## config.mk

```make
export PLATFORM = sky130hd
export DESIGN_NAME = vga_object_renderer
export DESIGN_NICKNAME = d
export VERILOG_FILES = /design/src/rtl/vga_pkg.sv /design/src/rtl/obj_hit_test.sv /design/src/rtl/vga_object_renderer.sv
export SDC_FILE = /design/constraint.sdc
export NUM_CORES = 1
export LEC_CHECK = 0
export CORE_MARGIN = 2
export CORE_UTILIZATION = 40
export CTS_CLUSTER_DIAMETER = 50
export DETAILED_ROUTE_END_ITERATION = 6
export SYNTH_ARGS = -nofsm -noshare
export SYNTH_HDL_FRONTEND = slang
export SYNTH_SLANG_ARGS = --single-unit
```

## constraint.sdc

```tcl
create_clock -name clock -period 3.2 [get_ports clock]
set_input_delay 0.64 -clock clock [delete_from_list [all_inputs] [get_ports clock]]
set_output_delay 0.64 -clock clock [all_outputs]
set_load 0.05 [all_outputs]
```

## src/rtl/vga_pkg.sv

```systemverilog
// -----------------------------------------------------------------------------
// vga_pkg
// Shared definitions for the VGA object renderer:
//   - descriptor layout (field offsets/widths) and an unpack helper
//   - palette index constants used by the compositor
//   - visible screen limits
// Optional feature macro used by this slice: RENDER_OUTLINE_EN
// -----------------------------------------------------------------------------
package vga_pkg;

  localparam int COORD_W = 10;            // pix_x / pix_y width
  localparam int FIELD_W = 16;            // each descriptor field
  localparam int DESC_W  = 4 * FIELD_W;   // full 64-bit descriptor

  // Descriptor field offsets: {x, y, width, height}, MSB first.
  localparam int X_LSB = 48;
  localparam int Y_LSB = 32;
  localparam int W_LSB = 16;
  localparam int H_LSB = 0;

  localparam logic [COORD_W-1:0] SCREEN_W = 10'd640;
  localparam logic [COORD_W-1:0] SCREEN_H = 10'd480;

  typedef struct packed {
    logic [FIELD_W-1:0] x;
    logic [FIELD_W-1:0] y;
    logic [FIELD_W-1:0] w;
    logic [FIELD_W-1:0] h;
  } obj_desc_t;

  typedef enum logic [2:0] {
    COLOR_BG      = 3'd0,
    COLOR_STAGE   = 3'd1,
    COLOR_P2      = 3'd2,
    COLOR_P1      = 3'd3,
    COLOR_OUTLINE = 3'd4
  } color_e;

  function automatic obj_desc_t unpack_desc(input logic [DESC_W-1:0] raw);
    obj_desc_t d;
    d.x = raw[X_LSB +: FIELD_W];
    d.y = raw[Y_LSB +: FIELD_W];
    d.w = raw[W_LSB +: FIELD_W];
    d.h = raw[H_LSB +: FIELD_W];
    return d;
  endfunction

endpackage

```

## src/rtl/obj_hit_test.sv

```systemverilog
// -----------------------------------------------------------------------------
// obj_hit_test
// Combinational rectangle hit test for one object descriptor.
// Ports:
//   desc     in  64  object descriptor {x, y, width, height}
//   px, py   in  10  pixel coordinate
//   hit      out  1  coordinate lies inside the object
//   on_edge  out  1  coordinate lies on the 1-pixel border (RENDER_OUTLINE_EN only)
// -----------------------------------------------------------------------------
module obj_hit_test
  import vga_pkg::*;
(
  input  logic [DESC_W-1:0]  desc,
  input  logic [COORD_W-1:0] px,
  input  logic [COORD_W-1:0] py
`ifdef RENDER_OUTLINE_EN
  ,
  output logic               on_edge
`endif
  ,
  output logic               hit
);

  obj_desc_t          d;
  logic [FIELD_W-1:0] px16;
  logic [FIELD_W-1:0] py16;
  logic [FIELD_W:0]   x_end;   // exclusive right bound, 17 bits so it cannot wrap
  logic [FIELD_W:0]   y_end;   // exclusive bottom bound

  assign d     = unpack_desc(desc);
  assign px16  = {{(FIELD_W-COORD_W){1'b0}}, px};
  assign py16  = {{(FIELD_W-COORD_W){1'b0}}, py};
  assign x_end = {1'b0, d.x} + {1'b0, d.w};
  assign y_end = {1'b0, d.y} + {1'b0, d.h};

  // A zero width or height makes the range empty, so no special case is needed.
  assign hit = (px16 >= d.x) && ({1'b0, px16} < x_end) &&
               (py16 >= d.y) && ({1'b0, py16} < y_end);

`ifdef RENDER_OUTLINE_EN
  logic [FIELD_W:0] x_last;
  logic [FIELD_W:0] y_last;

  // Only consulted while hit is set, which implies w,h >= 1, so no underflow.
  assign x_last  = x_end - (FIELD_W+1)'(1);
  assign y_last  = y_end - (FIELD_W+1)'(1);
  assign on_edge = hit && ((px16 == d.x) || ({1'b0, px16} == x_last) ||
                           (py16 == d.y) || ({1'b0, py16} == y_last));
`endif

endmodule

```

## src/rtl/vga_object_renderer.sv

```systemverilog
// -----------------------------------------------------------------------------
// vga_object_renderer
// Per-pixel compositor for two player sprites and a stage object. Descriptors
// are shadowed on frame_start so CPU writes never tear a frame; each pixel
// passes a 2-stage pipeline (hits, then priority encode) at 1 pixel/cycle.
// Optional feature macro: RENDER_OUTLINE_EN (p1/p2 borders drawn as index 4).
// Ports:
//   clock, reset        system clock, synchronous active-high reset
//   frame_start         1-cycle pulse at start of vertical blank
//   pix_valid/x/y       pixel coordinate from the timing generator
//   p1_obj/p2_obj/stage_obj  64-bit object descriptors from the coprocessors
//   color_valid         pix_valid delayed by 2 cycles
//   color_idx           palette index (see vga_pkg::color_e)
//   overlap_last        p1 and p2 overlapped during the previous frame
//   frame_count         frame_start pulses since reset, wrapping
// -----------------------------------------------------------------------------
module vga_object_renderer
  import vga_pkg::*;
(
  input  logic               clock,
  input  logic               reset,
  input  logic               frame_start,
  input  logic               pix_valid,
  input  logic [COORD_W-1:0] pix_x,
  input  logic [COORD_W-1:0] pix_y,
  input  logic [DESC_W-1:0]  p1_obj,
  input  logic [DESC_W-1:0]  p2_obj,
  input  logic [DESC_W-1:0]  stage_obj,
  output logic               color_valid,
  output logic [2:0]         color_idx,
  output logic               overlap_last,
  output logic [15:0]        frame_count
);

  logic [DESC_W-1:0] p1_sh, p2_sh, st_sh;
  logic              p1_hit, p2_hit, st_hit;
  logic              both_hit;
  logic              ov_acc;

  logic              s1_valid, s1_p1, s1_p2, s1_st;
  color_e            color_next, color_q;

  // NOTE: shadows are deliberately reset to zero: a zero-size descriptor is
  // invisible, which keeps the screen blank until the first frame_start.
  // NOTE: all sequential state uses non-blocking <= so every register samples
  // pre-edge values; this is what makes a same-cycle pixel see the old shadows.
  always_ff @(posedge clock) begin
    if (reset) begin
      p1_sh <= '0;
      p2_sh <= '0;
      st_sh <= '0;
    end else if (frame_start) begin
      p1_sh <= p1_obj;
      p2_sh <= p2_obj;
      st_sh <= stage_obj;
    end
  end

`ifdef RENDER_OUTLINE_EN
  logic p1_edge, p2_edge;
  logic s1_edge;

  obj_hit_test u_hit_p1 (.desc(p1_sh), .px(pix_x), .py(pix_y), .on_edge(p1_edge), .hit(p1_hit));
  obj_hit_test u_hit_p2 (.desc(p2_sh), .px(pix_x), .py(pix_y), .on_edge(p2_edge), .hit(p2_hit));
  obj_hit_test u_hit_st (.desc(st_sh), .px(pix_x), .py(pix_y), .on_edge(),        .hit(st_hit));

  always_ff @(posedge clock) begin
    if (reset) s1_edge <= 1'b0;
    else       s1_edge <= pix_valid && (p1_edge || p2_edge);
  end
`else
  obj_hit_test u_hit_p1 (.desc(p1_sh), .px(pix_x), .py(pix_y), .hit(p1_hit));
  obj_hit_test u_hit_p2 (.desc(p2_sh), .px(pix_x), .py(pix_y), .hit(p2_hit));
  obj_hit_test u_hit_st (.desc(st_sh), .px(pix_x), .py(pix_y), .hit(st_hit));
`endif

  // Stage 1: per-object hits, masked so idle cycles encode as background.
  always_ff @(posedge clock) begin
    if (reset) begin
      s1_valid <= 1'b0;
      s1_p1    <= 1'b0;
      s1_p2    <= 1'b0;
      s1_st    <= 1'b0;
    end else begin
      s1_valid <= pix_valid;
      s1_p1    <= pix_valid && p1_hit;
      s1_p2    <= pix_valid && p2_hit;
      s1_st    <= pix_valid && st_hit;
    end
  end

  // NOTE: color_next is assigned a default first, so no path through this
  // block leaves it unassigned and no latch is inferred.
  always_comb begin
    color_next = COLOR_BG;
    if      (s1_p1) color_next = COLOR_P1;
    else if (s1_p2) color_next = COLOR_P2;
    else if (s1_st) color_next = COLOR_STAGE;
`ifdef RENDER_OUTLINE_EN
    if (s1_edge) color_next = COLOR_OUTLINE;
`endif
  end

  // Stage 2: registered palette index.
  always_ff @(posedge clock) begin
    if (reset) begin
      color_valid <= 1'b0;
      color_q     <= COLOR_BG;
    end else begin
      color_valid <= s1_valid;
      color_q     <= color_next;
    end
  end

  assign color_idx = color_q;

  // Overlap is judged at the input side so a hit in the frame_start cycle
  // itself still lands in the frame being closed.
  assign both_hit = pix_valid && p1_hit && p2_hit &&
                    (pix_x < SCREEN_W) && (pix_y < SCREEN_H);

  always_ff @(posedge clock) begin
    if (reset) begin
      ov_acc       <= 1'b0;
      overlap_last <= 1'b0;
      frame_count  <= '0;
    end else if (frame_start) begin
      overlap_last <= ov_acc || both_hit;
      ov_acc       <= 1'b0;
      frame_count  <= frame_count + 16'd1;
    end else if (both_hit) begin
      ov_acc       <= 1'b1;
    end
  end

endmodule

```

---- Word level (Yosys, flattened, before mapping) ----
Index checks and enable logic that the tools add are counted.
cells by class
  mux-type cells .......................... 3
  add/subtract/negate cells ............... 7
  magnitude comparators ................... 14
  reduce and logical (&&, ||, !) cells .... 18
operator list
  cell                     number
  $add A16 B16 Y17         6
  $lt A10 B17 Y1           6
  $ge A10 B16 Y1           6
  $add A16 B1 Y16 const B  1
  $logic_and A1 B1 Y1      15
  $lt A10 B10 Y1 const B   1
  $lt A10 B9 Y1 const B    1
  $mux W2                  2
  $reduce_or A3 Y1         1
  $reduce_or A2 Y1         1
  $logic_or A1 B1 Y1       1
  $mux W1                  1
word-level totals
  output and inout bits ................... 21
  register bits after elaboration ......... 218
  word-level logic and storage cells ...... 55

---- Logic depth before layout (Yosys ltp) ----
Gate-level depths: netlist of the first run.
  depth in word-level cells ............... 10
  mapped depth ............................ 19
  depth with buffers taken out ............ 19

---- Modules after synthesis ----
From an unflattened synthesis of the first run, not the netlist that was laid out.
unflattened totals
  cells, all modules ...................... 1676
  area, all modules ....................... 14945.6 sq um
by module, submodules not included
  module                       instances  cells an instance  sequential area each (sq um)  area each (sq um)
  vga_object_renderer          1          732                4344.2                        7780.0
  obj_hit_test (u_hit_p1 ...)  2          308                0.0                           2316.0
  obj_hit_test (u_hit_p2)      1          328                0.0                           2533.7

---- Worst setup path before layout of the first run ----
OpenSTA, ideal clock, no wires.
  kind .................................... register to register
  start point ............................. register p2_sh[7]
  end point ............................... register s1_p2
  arrival time ............................ 3.390 ns
  buffers on the path ..................... 0
  required time ........................... 3.064 ns
  cell stages (with the launch flop) ...... 14
  setup slack ............................. -0.326 ns
  cell sequence ........................... dfxtp_1 -> ha_1 -> a21oi_1 -> a21oi_1 -> o22a_1 -> xnor2_1 -> ha_1 -> nor2_1 -> a2111oi_0 -> nand4_1 -> or4_1 -> or4_1 -> nand4_1 -> a41oi_1
between the ends
  longest elaborated chain between the ends .. 4
RTL lines
  element                 RTL line                   RTL
  from (decl)             vga_object_renderer.sv:35  logic [DESC_W-1:0] p1_sh, p2_sh, st_sh;
  from (signal assigned)  vga_object_renderer.sv:54  p2_sh <= p2_obj;
  $add A16 B16 Y17        obj_hit_test.sv:34         assign y_end = {1'b0, d.y} + {1'b0, d.h};
  $lt A10 B17 Y1          obj_hit_test.sv:38         (py16 >= d.y) && ({1'b0, py16} < y_end);
  $logic_and A1 B1 Y1     obj_hit_test.sv:38
  $logic_and A1 B1 Y1     vga_object_renderer.sv:87  s1_p2 <= pix_valid && p2_hit;
  to (signal assigned)    vga_object_renderer.sv:87
  to (decl)               vga_object_renderer.sv:40  logic s1_valid, s1_p1, s1_p2, s1_st;
Every way passes these cells.
A chain may end at the register's enable or synchronous reset.

---- Worst setup path after layout of the first run ----
  start point ............................. register p2_sh[5]
  end point ............................... register s1_p2
Same word-level chain as after synthesis.

==> results of run 1 <==
[state kept, by name, indices dropped and copies added, names as in the netlist]
name and count:
color_idx 2, color_valid 1, frame_count 16, ov_acc 1
overlap_last 1, p1_sh 64, p2_sh 64, s1_p1 1
s1_p2 1, s1_st 1, s1_valid 1, st_sh 64
[layout make-up]
class	count	area, um2	area share, %
Clock buffer	40	870	4.09
Tap cell	511	639	3.01
Timing Repair Buffer	438	3920	18.5
Multi-Input combinational cell	1391	10900	51.0
Antenna cell	2	5.00	0.0235
Inverter	89	334	1.57
Sequential cell	217	4360	20.5
Clock inverter	17	278	1.31
[routing by layer]
metal  global-route usage (%)  share of wire [%]  wire length [um]  up-vias
met1                     30.2                 47             21400     6525
li1                         -                  -                 -     7198
met2                     38.2                 46             21100      249
met4                     6.53                2.8              1290        2
met5                        0              0.026                12        -
met3                     3.80                4.7              2160       74
[synthesized netlist by cell type, types with 22 or more instances]
library cell and instances:
ha_1 211, nor2_1 270, a21o_1 42, clkbuf_1 44
nand2_1 66, xnor2_1 22, mux2i_1 198, a21oi_1 87
nor4_1 24, xor2_1 42, nor3_1 30, nand2b_1 28
nand3_1 34, inv_1 89, o21ai_0 64, dfxtp_1 217
[kinds of logic after synthesis]
logic type	after synthesis	synth area share, %
AO/OA/AOI/OAI	346	15.4
adder cells (fa/ha/maj)	217	18.0
AND/OR/NAND/NOR	562	17.6
flip-flops	217	28.4
other	1	0.0245
buffers and inverters	149	3.72
multiplexers	201	13.2
XOR/XNOR	64	3.66
[per-stage QoR]
stage | TNS, ps | instance area, um2 | power, mW | instances
2_1_floorplan | -74.6 | 15500 | 4.27 | 1757
3_3_place_gp | -1270 | 19600 | 5.13 | 2623
3_5_place_dp | -1640 | 19600 | 5.16 | 2623
4_1_cts | -828 | 21000 | 9.04 | 2692
5_1_grt | -1700 | 21300 | 9.44 | 2704
6_report | -654 | 21300 | 8.97 | 2705
[worst register-to-register path, cell delays in order (launching register included)]
cell and delay (ps):
dfxtp_1 320, ha_1 310, o211ai_1 250, a21oi_1 130
o22a_1 250, xnor2_2 160, ha_1 280, nor2_1 50
a2111oi_2 280, nand4_1 130, or4_1 510, or4_1 480
nand4_1 90, a41oi_1 50
[power breakdown]
part / leakage [nW] / internal [mW] / switching (mW)
Sequential: 1.79 / 2.86 / 0.118
Combinational: 7.26 / 1.13 / 1.08
Clock: 0.561 / 2.47 / 1.31
Total: 9.61 / 6.46 / 2.51
[worst paths after layout]
path / depth (start not counted) / endpoint / slack [ps] / start
max: 13 / s1_p2 / -220 / p2_sh[5]
min: 3 / s1_valid / 430 / reset
max reg2reg: 13 / s1_p2 / -220 / p2_sh[5]
min reg2reg: 1 / color_valid / 430 / s1_valid
[timing repair]
| item | in CTS | in global routing |
|---|---|---|
| endpoints found under the hold margin | 0 | 0 |
| pin swaps | 53 | 25 |
| resized for setup | 51 | 32 |
| hold buffers | 0 | 0 |
| setup endpoints to repair | 5 | 5 |
| buffers inserted | 12 | 11 |
==> reports/metrics.cfg, run 1 <==
[worst_setup_path]
required_ps = 3610
cp_max_fo = 2
slowest_delay_ps = 510
crit_buf_inv = 0
arrival_ps = 3840
slowest_stage = or4_1
crit_type = reg2reg
cp-start-kind = flop
crit_family = simple AND/OR/NAND/NOR gates
crit_chain = ha_1 -> o211ai_1 -> a21oi_1 -> o22a_1 -> xnor2_2 -> ha_1 -> nor2_1 -> a2111oi_2 -> nand4_1 -> or4_1 -> or4_1 -> nand4_1 -> a41oi_1
worst_setup_path_end_kind = flop

[route]
ant_nets = 0
first_iter_violations = 452
postRouteWirelength_um = 46000
wl_per_cell_um = 17.0
viasPerCell = 5.19
drtPass1Iterations = 5
drc = 0
routed-via-count = 14048

[cells_and_area]
final_common_cell = nor2_1
mostFrequentLayoutCells = 268 x nor2_1, 233 x clkdlybuf4s50_1, 203 x dfxtp_1
syn_to_final_growth_pct = 38.9
n_fill_cell = 3510
final_core_util_pct = 56.5
drive_gt1_share_pct = 17.4
layout.nets = 2601

[global_route]
grt_first_pass_wirelength_um = 72500
globalRouteTotalUtil_pct = 22.8
grt_pass1_vias = 14039
grt_max_degree = 216
antenna_found_initial = 4
gr-total-overflow = 0

[sta]
rsz0062_at_grt = true
worst_pin_slew_ps = 1030
max-slew-margin-rel_pct = 31.6
slew_violations = 0
finClkSkew_ps = 23.4
post-route-period-util_pct = 107
finalSetupViolations = 5
period_needed_ps = 3420
finalHoldViolCount = 0
hold_ws_ps = 428
worst_slack_ps = -224
max_freq_mhz = 292

[power]
power_density_nw_per_um2 = 422
max-vdd-ir-drop_mv = 0.415
leakagePower_nw = 9.61

[placed_design]
dp_slack_ps = -476
gp_congestion = 0.894
hpwl_um = 35600
io_buffers = 235

[status]
violations = setup timing
status = complete, but fails checks

[yosys]
async_flop_share_pct = 0
synth_largest_area_cell = dfxtp_1
yosys_warnings = 0
avgSynthCellArea_um2 = 8.72
ys_ff_latch = 217
synth.top_cell.area_share_pct = 28.4
synth_nets = 2190
ys_seq_area_share_pct = 28.4
synth_cell_types = 83
netlist_area_um2 = 15300
dominantRegCellSynth = dfxtp_1
syn_inst = 1757
synth_edf_count = 0
synthTopCellsByArea = dfxtp_1 28%, ha_1 17%, mux2i_1 13%

[floorplanning]
row_count = 71
coreArea_um2 = 37700
die_h_um = 200
die_area_um2 = 39900
num_io_pins = 237
die_w_um = 200
start_util_pct = 40.7

[run]
cap_violations = 0

[clock_network]
cts_tree = yes
clkTransAtPathRegs_ps = 60
clock_latency_ps = 580
cts_root_buf = clkbuf_16
cts_sinks = 217
clockBufferDepth = 3
cts_made_buffers = 31
cts_htree_levels = 1

[worst_hold_path]
hp-class = in2reg

No activity file was read; power rests on OpenSTA's default activity.
==> inputs of run 2 (changes only) <==
Settings changed: RECOVER_POWER set to 25.
==> run 2 against run 1 <==
Against the previous run:
- the flow still finishes with violations (setup timing)
- sequential power about the same
- combinational power about the same
- largest power group unchanged
- flip-flop and latch count unchanged
- largest cell class unchanged
- register-to-register slack about the same
==> reports/metrics.cfg, run 2 (synthesis results as in run 1) <==
[global_route]
use_met2_pct = 38.2  ; unchanged
antenna_found_initial = 4  ; unchanged
gr-total-overflow = 0  ; unchanged
grt_pass1_vias = 14039  ; unchanged
grt_first_pass_wirelength_um = 72500  ; unchanged
grt-busiest-layer = met2
grt_max_degree = 216  ; unchanged
globalRouteTotalUtil_pct = 22.8  ; unchanged
use_met1_pct = 30.2  ; unchanged
use_met3_pct = 3.80  ; unchanged

[cells_and_area]
drive_gt1_share_pct = 17.3  ; -0.091 points
final_core_util_pct = 56.4  ; about the same
mostFrequentLayoutCells = 268 x nor2_1, 233 x clkdlybuf4s50_1, 203 x dfxtp_1
fin_area_um2 = 21300  ; about the same
top_regs = p1_sh (64), p2_sh (64), st_sh (64)
final_common_cell = nor2_1
syn_to_final_growth_pct = 38.8  ; about the same
layout.nets = 2601  ; unchanged

[power]
power_density_nw_per_um2 = 422  ; about the same
max-vdd-ir-drop_mv = 0.414  ; about the same
leakagePower_nw = 9.61  ; about the same

[worst_setup_path]
worst_setup_path_end_kind = flop
cp-startpoint = p2_sh[5]
arrival_ps = 3840  ; about the same
cp-start-kind = flop
r2r-start = p2_sh[5]
cp_max_fo = 2  ; unchanged
crit_path_end = s1_p2
crit_type = reg2reg
required_ps = 3610  ; about the same
r2r_end = s1_p2
r2r.worst_path.cells = 13  ; unchanged
r2r_setup_slack_ps = -230  ; about the same

[run]
cap_violations = 0  ; unchanged

[sta]
max_freq_mhz = 292  ; -0.18%
worst_pin_slew_ps = 1030  ; -0.0420 ps
period_needed_ps = 3430  ; +6.14 ps
finalHoldViolCount = 0  ; unchanged
rsz0062_at_grt = true
post-route-period-util_pct = 107  ; +0.19 points
finClkSkew_ps = 23.6  ; +0.178 ps
slew_violations = 0  ; unchanged
worst_slack_ps = -230  ; -6.14 ps
max-slew-margin-rel_pct = 31.6  ; about the same
finalSetupViolations = 5  ; unchanged

[placed_design]
hpwl_um = 35600  ; unchanged
place_area_um2 = 19600  ; unchanged
dp_slack_ps = -476  ; unchanged
gp_congestion = 0.894  ; unchanged
io_buffers = 235  ; unchanged

[floorplanning]
num_io_pins = 237  ; unchanged
coreArea_um2 = 37700  ; unchanged
row_count = 71  ; unchanged
start_util_pct = 40.7  ; unchanged
die_h_um = 200  ; unchanged
die_area_um2 = 39900  ; unchanged
die_w_um = 200  ; unchanged

[route]
first_iter_violations = 452  ; unchanged
wl_per_cell_um = 17.0  ; unchanged
viasPerCell = 5.18  ; -0.23%
postRouteWirelength_um = 46000  ; unchanged
drtPass1Iterations = 5  ; unchanged
ant_nets = 0  ; unchanged
drc = 0  ; unchanged
routed-via-count = 14016  ; -0.23%

[status]
status = complete, but fails checks
violations = setup timing

[clock_network]
clkTransAtPathRegs_ps = 60  ; about the same
cts_root_buf = clkbuf_16
clock_latency_ps = 580  ; about the same
clockBufferDepth = 3  ; unchanged
cts_sinks = 217  ; unchanged
cts_tree = yes
holdBufCountCts = 0  ; unchanged
cts_htree_levels = 1  ; unchanged
cts_made_buffers = 31  ; unchanged

[worst_hold_path]
hp-class = reg2reg

==> run 2: cell count changes in the layout (fill, tap and decap cells not counted) <==
cell and delta:
clkbuf_1 +2, buf_6 -1, buf_4 -1
==> run 2: worst min-delay path by stage <==
stage                        start          end  slack (ps)  cells after the start
after global placement    s1_valid  color_valid         420                      1
after floorplan             ov_acc       ov_acc         410                      2
after CTS                    reset     s1_valid         390                      3
after global routing      s1_valid  color_valid         450                      1
after detailed placement  s1_valid  color_valid         430                      1
final                     s1_valid  color_valid         430                      1
==> run 2: timing repair <==
item,4_1_cts,5_1_grt
resized for setup,51,32
setup buffers,12,11
pin swaps,53,25
endpoints found under the setup margin,5,5
==> run 2: cell type report <==
cell class	count	area (um2)
fill	3510	16400
multi-input combinational	1391	10900
sequential	217	4360
timing repair buffer	438	3910
clock buffer	40	870
tap	511	639
inverter	89	334
clock inverter	17	278
antenna	2	5.00
==> run 2: layer usage <==
metal / share of wire (%) / routed length (um)
met1: 47 / 21500
met4: 2.8 / 1290
met2: 46 / 21100
met3: 4.7 / 2140
met5: 0.026 / 12
==> run 2: per-stage QoR <==
step                      TNS, ps  std cells  hold WS, ps  total power, mW
after floorplan             -74.6       1757          411             4.27
after global placement      -1270       2623          418             5.13
after detailed placement    -1640       2623          427             5.16
after CTS                    -828       2692          392             9.04
after global routing        -1700       2704          452             9.44
final                        -661       2705          435             8.97
==> run 2: power by group <==
group | internal [mW] | switching, mW
Combinational | 1.13 | 1.08
Sequential | 2.86 | 0.118
Clock | 2.47 | 1.31
Total | 6.46 | 2.51
==> run 2: worst max-delay path, cell delays in order, from the launching register on <==
cell       delay, ps
dfxtp_1          320
ha_1             310
o211ai_1         250
a21oi_1          130
o22a_1           250
xnor2_2          160
ha_1             280
nor2_1            50
a2111oi_2        280
nand4_1          130
or4_1            510
or4_1            490
nand4_1           90
a41oi_1           50
==> inputs of run 3 (changes only) <==
Settings changed: CORE_MARGIN 2 to not set, RECOVER_POWER 25 to not set.
==> run 3 against run 2 <==
Against the previous run:
- core utilization unchanged
- final area unchanged
- the flow still finishes with violations (setup timing)
- largest cell class unchanged
- cell count increased by 0.26%
- clock power increased by 2%
- combinational power about the same
- critical path type unchanged
- first-iteration DRC count increased by 25%
- critical endpoint is now ov_acc
- sequential power about the same
- largest power group unchanged
- count of clock-buffer cells in the layout increased by 8
- highest routed layer is now met4
- via count increased by 0.73%
- flip-flop and latch count unchanged
==> reports/metrics.cfg, run 3 (synthesis results as in run 1) <==
[sta]
finClkSkew_ps = 30.9  ; +7.34 ps
post-route-period-util_pct = 109  ; +1.6 points
rsz0062_at_grt = true
max-slew-margin-rel_pct = 34.2  ; +2.7 points
worst_slack_ps = -281  ; -50.8 ps
worst_pin_slew_ps = 987  ; -40.0 ps
hold_ws_ps = 430  ; -5.06 ps
max_freq_mhz = 287  ; -1.5%
finalHoldViolCount = 0  ; unchanged
period_needed_ps = 3480  ; +50.8 ps
slew_violations = 0  ; unchanged
finalSetupViolations = 4  ; -1

[clock_network]
clkTransAtPathRegs_ps = 50  ; about the same
cts_htree_levels = 2  ; +1
clockBufferDepth = 3  ; unchanged
cts_made_buffers = 36  ; +16%
clock_latency_ps = 550  ; -30 ps
cts_sinks = 217  ; unchanged
cts_root_buf = clkbuf_16
cts_tree = yes

[floorplanning]
die_area_um2 = 39100  ; -2.0%
row_count = 71  ; unchanged
coreArea_um2 = 37700  ; unchanged
die_h_um = 198  ; -1.0%
die_w_um = 198  ; -1.0%
num_io_pins = 237  ; unchanged
start_util_pct = 40.7  ; unchanged

[cells_and_area]
syn_to_final_growth_pct = 38.8  ; unchanged
final_common_cell = nor2_1
layout.nets = 2605  ; +0.15%
n_fill_cell = 3518  ; +0.23%
drive_gt1_share_pct = 16.9  ; -0.42 points
top_regs = p1_sh (64), p2_sh (64), st_sh (64)
final_core_util_pct = 56.4  ; unchanged
mostFrequentLayoutCells = 269 x nor2_1, 233 x clkdlybuf4s50_1, 204 x dfxtp_1

[placed_design]
hpwl_um = 35300  ; -0.88%
io_buffers = 235  ; unchanged
dp_slack_ps = -411  ; +64.7 ps
gp_congestion = 0.861  ; -3.7%

[route]
drtPass1Iterations = 5  ; unchanged
drc = 0  ; unchanged
first_iter_violations = 565  ; +25%
wl_per_cell_um = 16.9  ; -0.53%
ant_nets = 0  ; unchanged
postRouteWirelength_um = 45900  ; -0.27%
viasPerCell = 5.21  ; +0.47%
routed-via-count = 14119  ; +0.73%

[global_route]
antenna_found_initial = 3  ; -1
grt_first_pass_wirelength_um = 72600  ; +0.10%
grt_pass1_vias = 14059  ; +0.14%
gr-total-overflow = 0  ; unchanged
globalRouteTotalUtil_pct = 23.5  ; +0.68 points
grt_max_degree = 216  ; unchanged

[worst_setup_path]
cp-start-kind = flop
required_ps = 3650  ; +40 ps
worst_setup_path_end_kind = flop
arrival_ps = 3930  ; +90 ps
crit_type = reg2reg
cp_max_fo = 3  ; +1

[power]
max-vdd-ir-drop_mv = 0.372  ; -10%
power_density_nw_per_um2 = 426  ; +1.0%
leakagePower_nw = 9.64  ; +0.33%

[status]
violations = setup timing
status = complete, but fails checks

[run]
cap_violations = 0  ; unchanged

[worst_hold_path]
hp-class = in2reg

run 3: worst paths after layout:
| check | cells after the start | from | to | slack [ps] |
|---|---|---|---|---|
| worst min-delay path | 3 | reset | s1_valid | 430 |
| worst max register to register | 16 | p2_sh[20] | ov_acc | -280 |
| worst max-delay path | 16 | p2_sh[20] | ov_acc | -280 |
| worst min register to register | 2 | ov_acc | ov_acc | 440 |
run 3: timing repair:
action | 4_1_cts | 5_1_grt
setup buffers | 15 | 0
resized for setup | 48 | 20
hold buffers | 0 | 0
pin swaps | 31 | 24
setup endpoints to repair | 5 | 5
gates cloned | 0 | 0
run 3: cell type report:
| type | instances | area, um2 | share of cell area (%) |
|---|---|---|---|
| sequential | 217 | 4360 | 20.5 |
| timing repair buffer | 437 | 3920 | 18.4 |
| antenna | 2 | 5.00 | 0.0235 |
| multi-input combinational | 1391 | 10800 | 50.8 |
| tap | 511 | 639 | 3.01 |
| inverter | 89 | 334 | 1.57 |
| clock inverter | 17 | 166 | 0.783 |
| clock buffer | 48 | 1030 | 4.84 |
run 3: report_power, final:
part	total [mW]	switching [mW]	internal, mW
sequential	2.98	0.117	2.86
clock	3.85	1.42	2.43
combinational	2.23	1.09	1.14
total	9.06	2.63	6.43
run 3: per-stage QoR:
step                cell area (um2)  power, mW  TNS, ps  std cells
floorplan                     15500       4.27    -74.6       1757
global placement              19700       5.13    -1220       2630
detailed placement            19700       5.16    -1530       2630
CTS                           21100       9.13     -856       2710
global route                  21300       9.54    -1630       2712
finish                        21300       9.06     -701       2712
run 3: layer usage:
metal	track usage, %	vias to the layer above	part of all wire, %
met2	39.1	296	46
met3	4.42	70	5.1
met5	0	-	0
li1	-	7207	-
met4	7.98	0	2.5
met1	30.3	6546	46
run 3: worst max-delay path: stages (launching register included):
cell	delay, ps
dfxtp_1	330
ha_4	160
or4_1	520
o21ai_1	110
a21oi_2	60
buf_4	150
xnor2_1	120
ha_1	290
a21o_1	190
a211oi_2	240
nand3_1	120
a41oi_2	230
nor3_1	100
o2111a_1	150
a41oi_2	220
nand2_1	80
o41ai_1	320
